--- src/rtl/data_bus_pkg.sv ---
// Shared types and constants for the two-master data-memory arbiter.
package data_bus_pkg;
  localparam int BUS_ADDR_W = 32;
  localparam int BUS_DATA_W = 32;
  localparam int BUS_FMT_W  = 3;

  typedef enum logic {IDLE = 1'b0, BUSY = 1'b1} state_t;

  localparam logic REQ_M0 = 1'b0;
  localparam logic REQ_M1 = 1'b1;

  // funct3 access formats
  localparam logic [2:0] FMT_BYTE  = 3'b000;
  localparam logic [2:0] FMT_HALF  = 3'b001;
  localparam logic [2:0] FMT_WORD  = 3'b010;
  localparam logic [2:0] FMT_BYTEU = 3'b100;
  localparam logic [2:0] FMT_HALFU = 3'b101;

  typedef struct packed {
    logic                  we;
    logic [BUS_ADDR_W-1:0] address;
    logic [BUS_DATA_W-1:0] write_data;
    logic [BUS_FMT_W-1:0]  format;
  } bus_req_t;
endpackage

--- src/rtl/rr_arbiter2.sv ---
// Two-way round-robin pick: on a tie the requester that did not win last time is chosen.
module rr_arbiter2 import data_bus_pkg::*; (
  input  logic [1:0] req,
  input  logic       last_grant,
  output logic       grant_valid,
  output logic       grant_id
);
  assign grant_valid = |req;
  assign grant_id    = (&req) ? ~last_grant : req[REQ_M1];
endmodule

--- src/rtl/data_bus_arbiter.sv ---
// Shares one data-memory port between the core (m0) and a secondary master (m1),
// with round-robin grant, registered memory-side request and a no-response watchdog.
module data_bus_arbiter import data_bus_pkg::*; #(
  parameter int ADDR_W  = BUS_ADDR_W,
  parameter int DATA_W  = BUS_DATA_W,
  parameter int FMT_W   = BUS_FMT_W,
  parameter int TIMEOUT = 16
) (
  input  logic              clock,
  input  logic              reset,
  input  logic              m0_req,
  input  logic              m0_write_enable,
  input  logic [ADDR_W-1:0] m0_address,
  input  logic [DATA_W-1:0] m0_write_data,
  input  logic [FMT_W-1:0]  m0_format,
  output logic              m0_ready,
  output logic              m0_error,
  output logic [DATA_W-1:0] m0_read_data,
  input  logic              m1_req,
  input  logic              m1_write_enable,
  input  logic [ADDR_W-1:0] m1_address,
  input  logic [DATA_W-1:0] m1_write_data,
  input  logic [FMT_W-1:0]  m1_format,
  output logic              m1_ready,
  output logic              m1_error,
  output logic [DATA_W-1:0] m1_read_data,
  output logic              mem_read_enable,
  output logic              mem_write_enable,
  output logic [ADDR_W-1:0] mem_address,
  output logic [DATA_W-1:0] mem_write_data,
  output logic [FMT_W-1:0]  mem_format,
  input  logic              mem_ready,
  input  logic [DATA_W-1:0] mem_read_data
);
  localparam int WD_W = (TIMEOUT > 0) ? $clog2(TIMEOUT + 1) : 1;
  localparam logic [WD_W-1:0] WD_LAST = (TIMEOUT > 0) ? WD_W'(TIMEOUT - 1) : '0;

  logic [1:0]             req;
  bus_req_t [1:0]         mreq;
  logic                   grant_valid, grant_id;

  state_t                 state;
  bus_req_t               req_q;
  logic                   gid_q;
  logic                   last_grant;
  logic [WD_W-1:0]        wd;
  logic [1:0]             rdy_q, err_q;
  logic [1:0][DATA_W-1:0] rdata_q;
  logic                   timeout_hit;

  assign req          = {m1_req, m0_req};
  assign mreq[REQ_M0] = '{we: m0_write_enable, address: m0_address,
                          write_data: m0_write_data, format: m0_format};
  assign mreq[REQ_M1] = '{we: m1_write_enable, address: m1_address,
                          write_data: m1_write_data, format: m1_format};

  rr_arbiter2 u_rr (
    .req         (req),
    .last_grant  (last_grant),
    .grant_valid (grant_valid),
    .grant_id    (grant_id)
  );

  assign timeout_hit = (TIMEOUT != 0) && (wd == WD_LAST);

  always_ff @(posedge clock or negedge reset) begin
    if (!reset) begin
      state      <= IDLE;
      req_q      <= '0;
      gid_q      <= REQ_M0;
      last_grant <= REQ_M1;
      wd         <= '0;
      rdy_q      <= '0;
      err_q      <= '0;
      rdata_q    <= '0;
    end else begin
      rdy_q   <= '0;
      err_q   <= '0;
      rdata_q <= '0;
      case (state)
        IDLE: if (grant_valid) begin
          req_q <= mreq[grant_id];
          gid_q <= grant_id;
          wd    <= '0;
          state <= BUSY;
        end
        BUSY: begin
          // mem_ready beats the watchdog when both land in the same cycle
          if (mem_ready) begin
            rdy_q[gid_q] <= 1'b1;
            if (!req_q.we) rdata_q[gid_q] <= mem_read_data;
            last_grant <= gid_q;
            wd         <= '0;
            state      <= IDLE;
          end else if (timeout_hit) begin
            err_q[gid_q] <= 1'b1;
            last_grant   <= gid_q;
            wd           <= '0;
            state        <= IDLE;
          end else if (TIMEOUT != 0) begin
            wd <= wd + 1'b1;
          end
        end
        default: state <= IDLE;
      endcase
    end
  end

  assign mem_read_enable  = (state == BUSY) & ~req_q.we;
  assign mem_write_enable = (state == BUSY) &  req_q.we;
  assign mem_address      = req_q.address;
  assign mem_write_data   = req_q.write_data;
  assign mem_format       = req_q.format;

  assign m0_ready     = rdy_q[REQ_M0];
  assign m0_error     = err_q[REQ_M0];
  assign m0_read_data = rdata_q[REQ_M0];
  assign m1_ready     = rdy_q[REQ_M1];
  assign m1_error     = err_q[REQ_M1];
  assign m1_read_data = rdata_q[REQ_M1];
endmodule

--- config.mk ---
export PLATFORM = sky130hd
export DESIGN_NAME = data_bus_arbiter
export DESIGN_NICKNAME = d
export VERILOG_FILES = /design/src/rtl/data_bus_pkg.sv /design/src/rtl/rr_arbiter2.sv /design/src/rtl/data_bus_arbiter.sv
export SDC_FILE = /design/constraint.sdc
export NUM_CORES = 1
export LEC_CHECK = 0
export CAP_MARGIN = 10
export CORE_ASPECT_RATIO = 0.5
export CORE_MARGIN = 3
export CORE_UTILIZATION = 45
export CTS_BUF_LIST = sky130_fd_sc_hd__clkbuf_8
export CTS_CLUSTER_DIAMETER = 80
export DETAILED_ROUTE_END_ITERATION = 8
export PLACE_DENSITY = 0.88
export SKIP_CTS_REPAIR_TIMING = 1
export SLEW_MARGIN = 40
export SYNTH_ARGS = -nofsm -noshare
export SYNTH_HDL_FRONTEND = slang
export SYNTH_SLANG_ARGS = --single-unit
--- constraint.sdc ---
create_clock -name clock -period 2.84 [get_ports clock]
set_input_delay 0.426 -clock clock [delete_from_list [all_inputs] [get_ports clock]]
set_output_delay 0.426 -clock clock [all_outputs]
set_load 0.02 [all_outputs]
[Word level (Yosys, flattened, before mapping)]
Cells that the tools add are included.
Storage, ports and cells
  bits in registers: 144
  bits in latches: 0
  memory bits (writable): 0
  bits in read-only memories: 0
  logic and storage cells: 55
  memories kept: 0
Operators by class
  add/sub/neg operators: 1
  multiply operators: 0
  div/mod/pow operators: 0
  order comparisons: 3
  eq/ne operators: 2
  shifts and indexed selects: 0
  mux-type cells: 25
  bitwise operators: 6
  reductions and logical operators: 6
Operator list (number)
  $mux 64: 3
  $mux 68: 2
  $and 64x64->64: 1
  $demux 32 s1: 1
  $mux 32: 1
  $mux 5: 3
  $mux 2: 5
  $pmux 5 s2: 1
  $mux 1: 7
  $reduce_and 2->1: 3
  $add 5x1->5 const B: 1
  $eq 5x4->1 const B: 1
  $lt 1x2->1 const B: 2
  $not 1->1: 3
  $and 1x1->1: 2
  $ne 2x2->1 const B: 1
  $pmux 1 s2: 1
  $reduce_bool 2->1: 1
  $reduce_or 2->1: 1
  $demux 1 s1: 1
  $ge 1x1->1 const B: 1
  $logic_and 1x1->1: 1

[Longest topological paths before layout]
  word-level depth: 8
  mapped depth: 7
  mapped depth without buffers: 4

[Cells and area by module]
A second synthesis with hierarchy kept.
Unflattened totals
  cell total of the unflattened synthesis: 579
  area total of the unflattened synthesis: 6247.2 sq um
By module, submodules not included
  data_bus_arbiter: instances 1, cells each 577, area each 6233.5 sq um, seq. area each 3604.7 sq um
  rr_arbiter2: instances 1, cells each 2, area each 13.8 sq um, seq. area each 0.0 sq um

[Worst setup path after synthesis]
OpenSTA, ideal clock, no wires.
  kind: register to register
  start point: register wd[0]
  end point: register last_grant
  data arrival time: 1.302 ns
  data required time: 2.758 ns
  path slack: 1.456 ns
  cell stages (with the launch flop): 5
  buffers on the path: 0
  clock period less this slack: 1.384 ns
  cell sequence: dfrtp_1 -> ha_1 -> and4b_1 -> o21ai_0 -> mux2_2
Between the ends
  word-level cells in the longest chain between the ends: 3
RTL lines
  start: declaration: line data_bus_arbiter.sv:46  | logic [WD_W-1:0] wd;
  start signal: assignment: line data_bus_arbiter.sv:101  | wd <= wd + 1'b1;
  $eq 5x4->1: line data_bus_arbiter.sv:64  | assign timeout_hit = (TIMEOUT != 0) && (wd == WD_LAST);
  $reduce_bool 2->1 (no source line)
  $reduce_and 2->1 (no source line)
  end signal: assignment: line data_bus_arbiter.sv:92  | last_grant <= gid_q;
  end signal: assignment: line data_bus_arbiter.sv:97  | last_grant <= gid_q;
  end: declaration: line data_bus_arbiter.sv:45  | logic last_grant;
No other way between the ends.
A chain may end at the register's enable or synchronous reset.

[Final worst setup path]
  start point: register req_q[67] (netlist name)
  end point: output port mem_write_enable
Between the ends
  word-level cells in the longest chain between the ends: 1
RTL lines
  start: declaration: line data_bus_arbiter.sv:43  | bus_req_t req_q;
  start signal: assignment: line data_bus_arbiter.sv:82  | req_q <= mreq[grant_id];
  $and 1x1->1: line data_bus_arbiter.sv:110  | assign mem_write_enable = (state == BUSY) & req_q.we;
  end: declaration: line data_bus_arbiter.sv:28  | output logic mem_write_enable,
No other way between the ends.

==> results_dict.tcl <==
set metrics [dict create \
    status "finished clean" \
    crit_type "reg -> out" \
    wl_per_cell_um 17.3 \
    path_cells "and2_1 -> clkdlybuf4s50_1" \
    worstMarginPinSlew_ns 0.727 \
    power_density_nw_per_um2 799 \
    clk_path_buf_depth 2 \
    regArea_um2 3600 \
    leakage_nw 4.21 \
    area_growth_pct 50.7 \
    die_w_um 173 \
    ys_types 32 \
    io_pins 310 \
    insertion_delay_ns 0.43 \
    cts_tree "yes" \
    synth_seq_cells 144 \
    ys_top_cells_by_area "dfrtp_1, mux2i_1, buf_4" \
    relSlewSlack_pct 51.6 \
    htree_levels 4 \
    num_vias 4848 \
    nets 992 \
    grt_pass1_vias 5221 \
    start_util_pct 47.8 \
    required_ns 2.41 \
    drv_slew 0 \
    ir_worst_vdd_uv 394 \
    root_buffer "clkbuf_8" \
    drcViolationCount 0 \
    fillCellCount 975 \
    min_path_type "in -> async" \
    syn-num-nets 755 \
    synthFlopType "dfrtp_1" \
    grt_usage_pct 22.3 \
    wirelength_mm 17.6 \
    met2_length_mm 9.64 \
    dp_slack_ns 0.553 \
    yosysWarnings 0 \
    syn_inst 581 \
    min_period_ns 2.16 \
    finalSetupViolations 0 \
    r2r_cells 4 \
    grt_pass1_wl_mm 26.8 \
    synth.top_cell.area_share_pct 57.0 \
    grt_setup_unrepaired "false" \
    drtIter0Drc 214 \
    slowest_delay_ns 0.60 \
    post-route-period-util_pct 76.0 \
    skew_ns 0.0160 \
    dr_wl_met3_um 793 \
    die-area_um2 15500 \
    routed_via_density 4.77 \
    firstDrtPassIters 4 \
    synth_edf_count 0 \
    antenna_found_initial 0 \
    hold_violations 0 \
    ys_seq_area_share_pct 57.4 \
    cp_slowest_cell "clkdlybuf4s50_1" \
    setup_tns_ns 0 \
    diodes 0 \
    worst_slack_ns 0.683 \
    critical_path.startpoint_type "flip-flop" \
    async_flop_share_pct 100 \
    synth.avg_cell_area_um2 10.8 \
    drive_above_1_share_pct 5.66 \
    cts_sinks 144 \
    hpwlAfterDp_mm 13.5 \
    worstPathMaxFanout 10 \
    rows 29 \
    topRoutingLayerUsed "met4" \
    dieHeight_um 89.5 \
    end_kind "output port" \
    gp_congestion 0.852 \
    core_um2 13100 \
    met1_length_mm 6.54 \
    fmax_mhz 464 \
    io_buffers 309 \
    worstPathArrival_ns 1.73 \
    grt_max_degree 139 \
    maxCapViolations 0 \
    synth_area_leader_cell "dfrtp_1" \
    cts_buffers 17 \
    multi_input_area_um2 1940 \
    synthesis.area_um2 6280 \
    grt-ovfl-total 0 \
    path_clk_slew_ns 0.10 \
    drtAntennaViolNets 0 \
]
sequential cells by signal, indices dropped and copies added (netlist names):
signal and flops:
last_grant 1, req_q 1, mem_address 32, gid_q 1, mem_write_data 32, m0_read_data 32
m1_read_data 32, wd 5, rdy_q 2, state 1, err_q 2, mem_format 3
area by class of cell:
type | count | area share (%)
clock inverters | 15 | 2.23
repair buffers | 319 | 34.0
clock buffers | 17 | 2.47
inverters | 4 | 0.159
multi-input cells | 332 | 20.5
flip-flops and latches | 144 | 38.1
well taps | 186 | 2.46
layout by cell type (no fill, tap or decap):
cell,netlist,routed
nor2_1,65,65
clkinvlp_4,0,1
nor2b_1,3,3
dfrtp_1,143,143
dfstp_2,1,1
nand2_1,73,73
bufinv_16,0,3
nand3_1,3,3
inv_6,0,3
mux2i_1,68,68
buf_4,70,6
o21bai_4,0,1
nor3_1,1,1
inv_1,4,4
a21boi_4,0,1
a22o_1,1,1
o21ai_1,9,9
and2_1,1,1
ha_1,1,1
buf_12,2,4
nand2b_1,32,32
o21ai_0,63,63
a21oi_1,1,1
inv_8,0,7
clkbuf_8,0,18
clkdlybuf4s50_1,0,308
clkinv_4,0,1
and3_1,1,1
a32o_1,1,1
nand3b_1,2,2
nand4b_1,1,1
mux2_2,1,1
and4b_1,1,1
xor2_1,1,1
a31oi_1,1,1
kinds of logic after synthesis:
logic type | after synthesis | synth area share, %
AND/OR/NAND/NOR | 183 | 12.8
AO/OA/AOI/OAI | 78 | 6.51
XOR/XNOR | 1 | 0.139
flip-flops | 144 | 57.4
adder cells (fa/ha/maj) | 1 | 0.199
multiplexers | 69 | 11.0
buffers and inverters | 105 | 12.0
report_power, final:
part | leakage (nW) | switching [W] | total (W) | internal [W]
registers | 1.88 | 0.000273 | 0.00281 | 0.00254
clock network | 0.225 | 0.000901 | 0.00182 | 0.000921
logic | 2.11 | 0.00152 | 0.00292 | 0.00141
per-layer routing:
metal / vias up / GRT usage, %
li1: 2311 / -
met1: 2349 / 24.9
met2: 145 / 42.2
met3: 43 / 4.75
met4: 0 / 10.3
met5: - / 0
worst paths after layout:
check	slack [ns]	end	start
worst max-delay path	0.68	mem_write_enable	req_q[67]
worst min-delay path	0.01	mem_write_data[28]	reset
worst max register to register	1.24	mem_address[13]	last_grant
worst min register to register	0.48	mem_address[31]	mem_address[31]
max in group asynchronous	2.08	mem_address[2]	reset
min in group clock	0.48	mem_address[31]	mem_address[31]
critical path: cells and delay by family, from the launching register on:
kind / cells / cell delay, ns
flops: 1 / 0.53
simple gates: 1 / 0.18
buf+inv: 1 / 0.60
Yosys cell counts, types with 2 or more instances:
cell,n
nor2_1,65
o21ai_0,63
nand2b_1,32
mux2i_1,68
o21ai_1,9
buf_6,7
buf_2,6
buf_12,2
nand3_1,3
clkbuf_1,15
buf_4,70
nand2_1,73
nand3b_1,2
dfrtp_1,143
inv_1,4
nor2b_1,3
metrics by stage:
step	hold WS, ns	area [um^2]	total power (W)	cells	utilization, %
after floorplan	0.130	6280	0.00482	581	-
after global placement	0.461	9020	0.00571	985	68.6
after detailed placement	0.469	9020	0.00581	985	68.6
after CTS	0.0643	9460	0.00763	1017	72.0
after global routing	0.0367	9460	0.00796	1017	72.1
final	0.0135	9460	0.00756	1017	72.1
(Power assumes the default switching activity.)
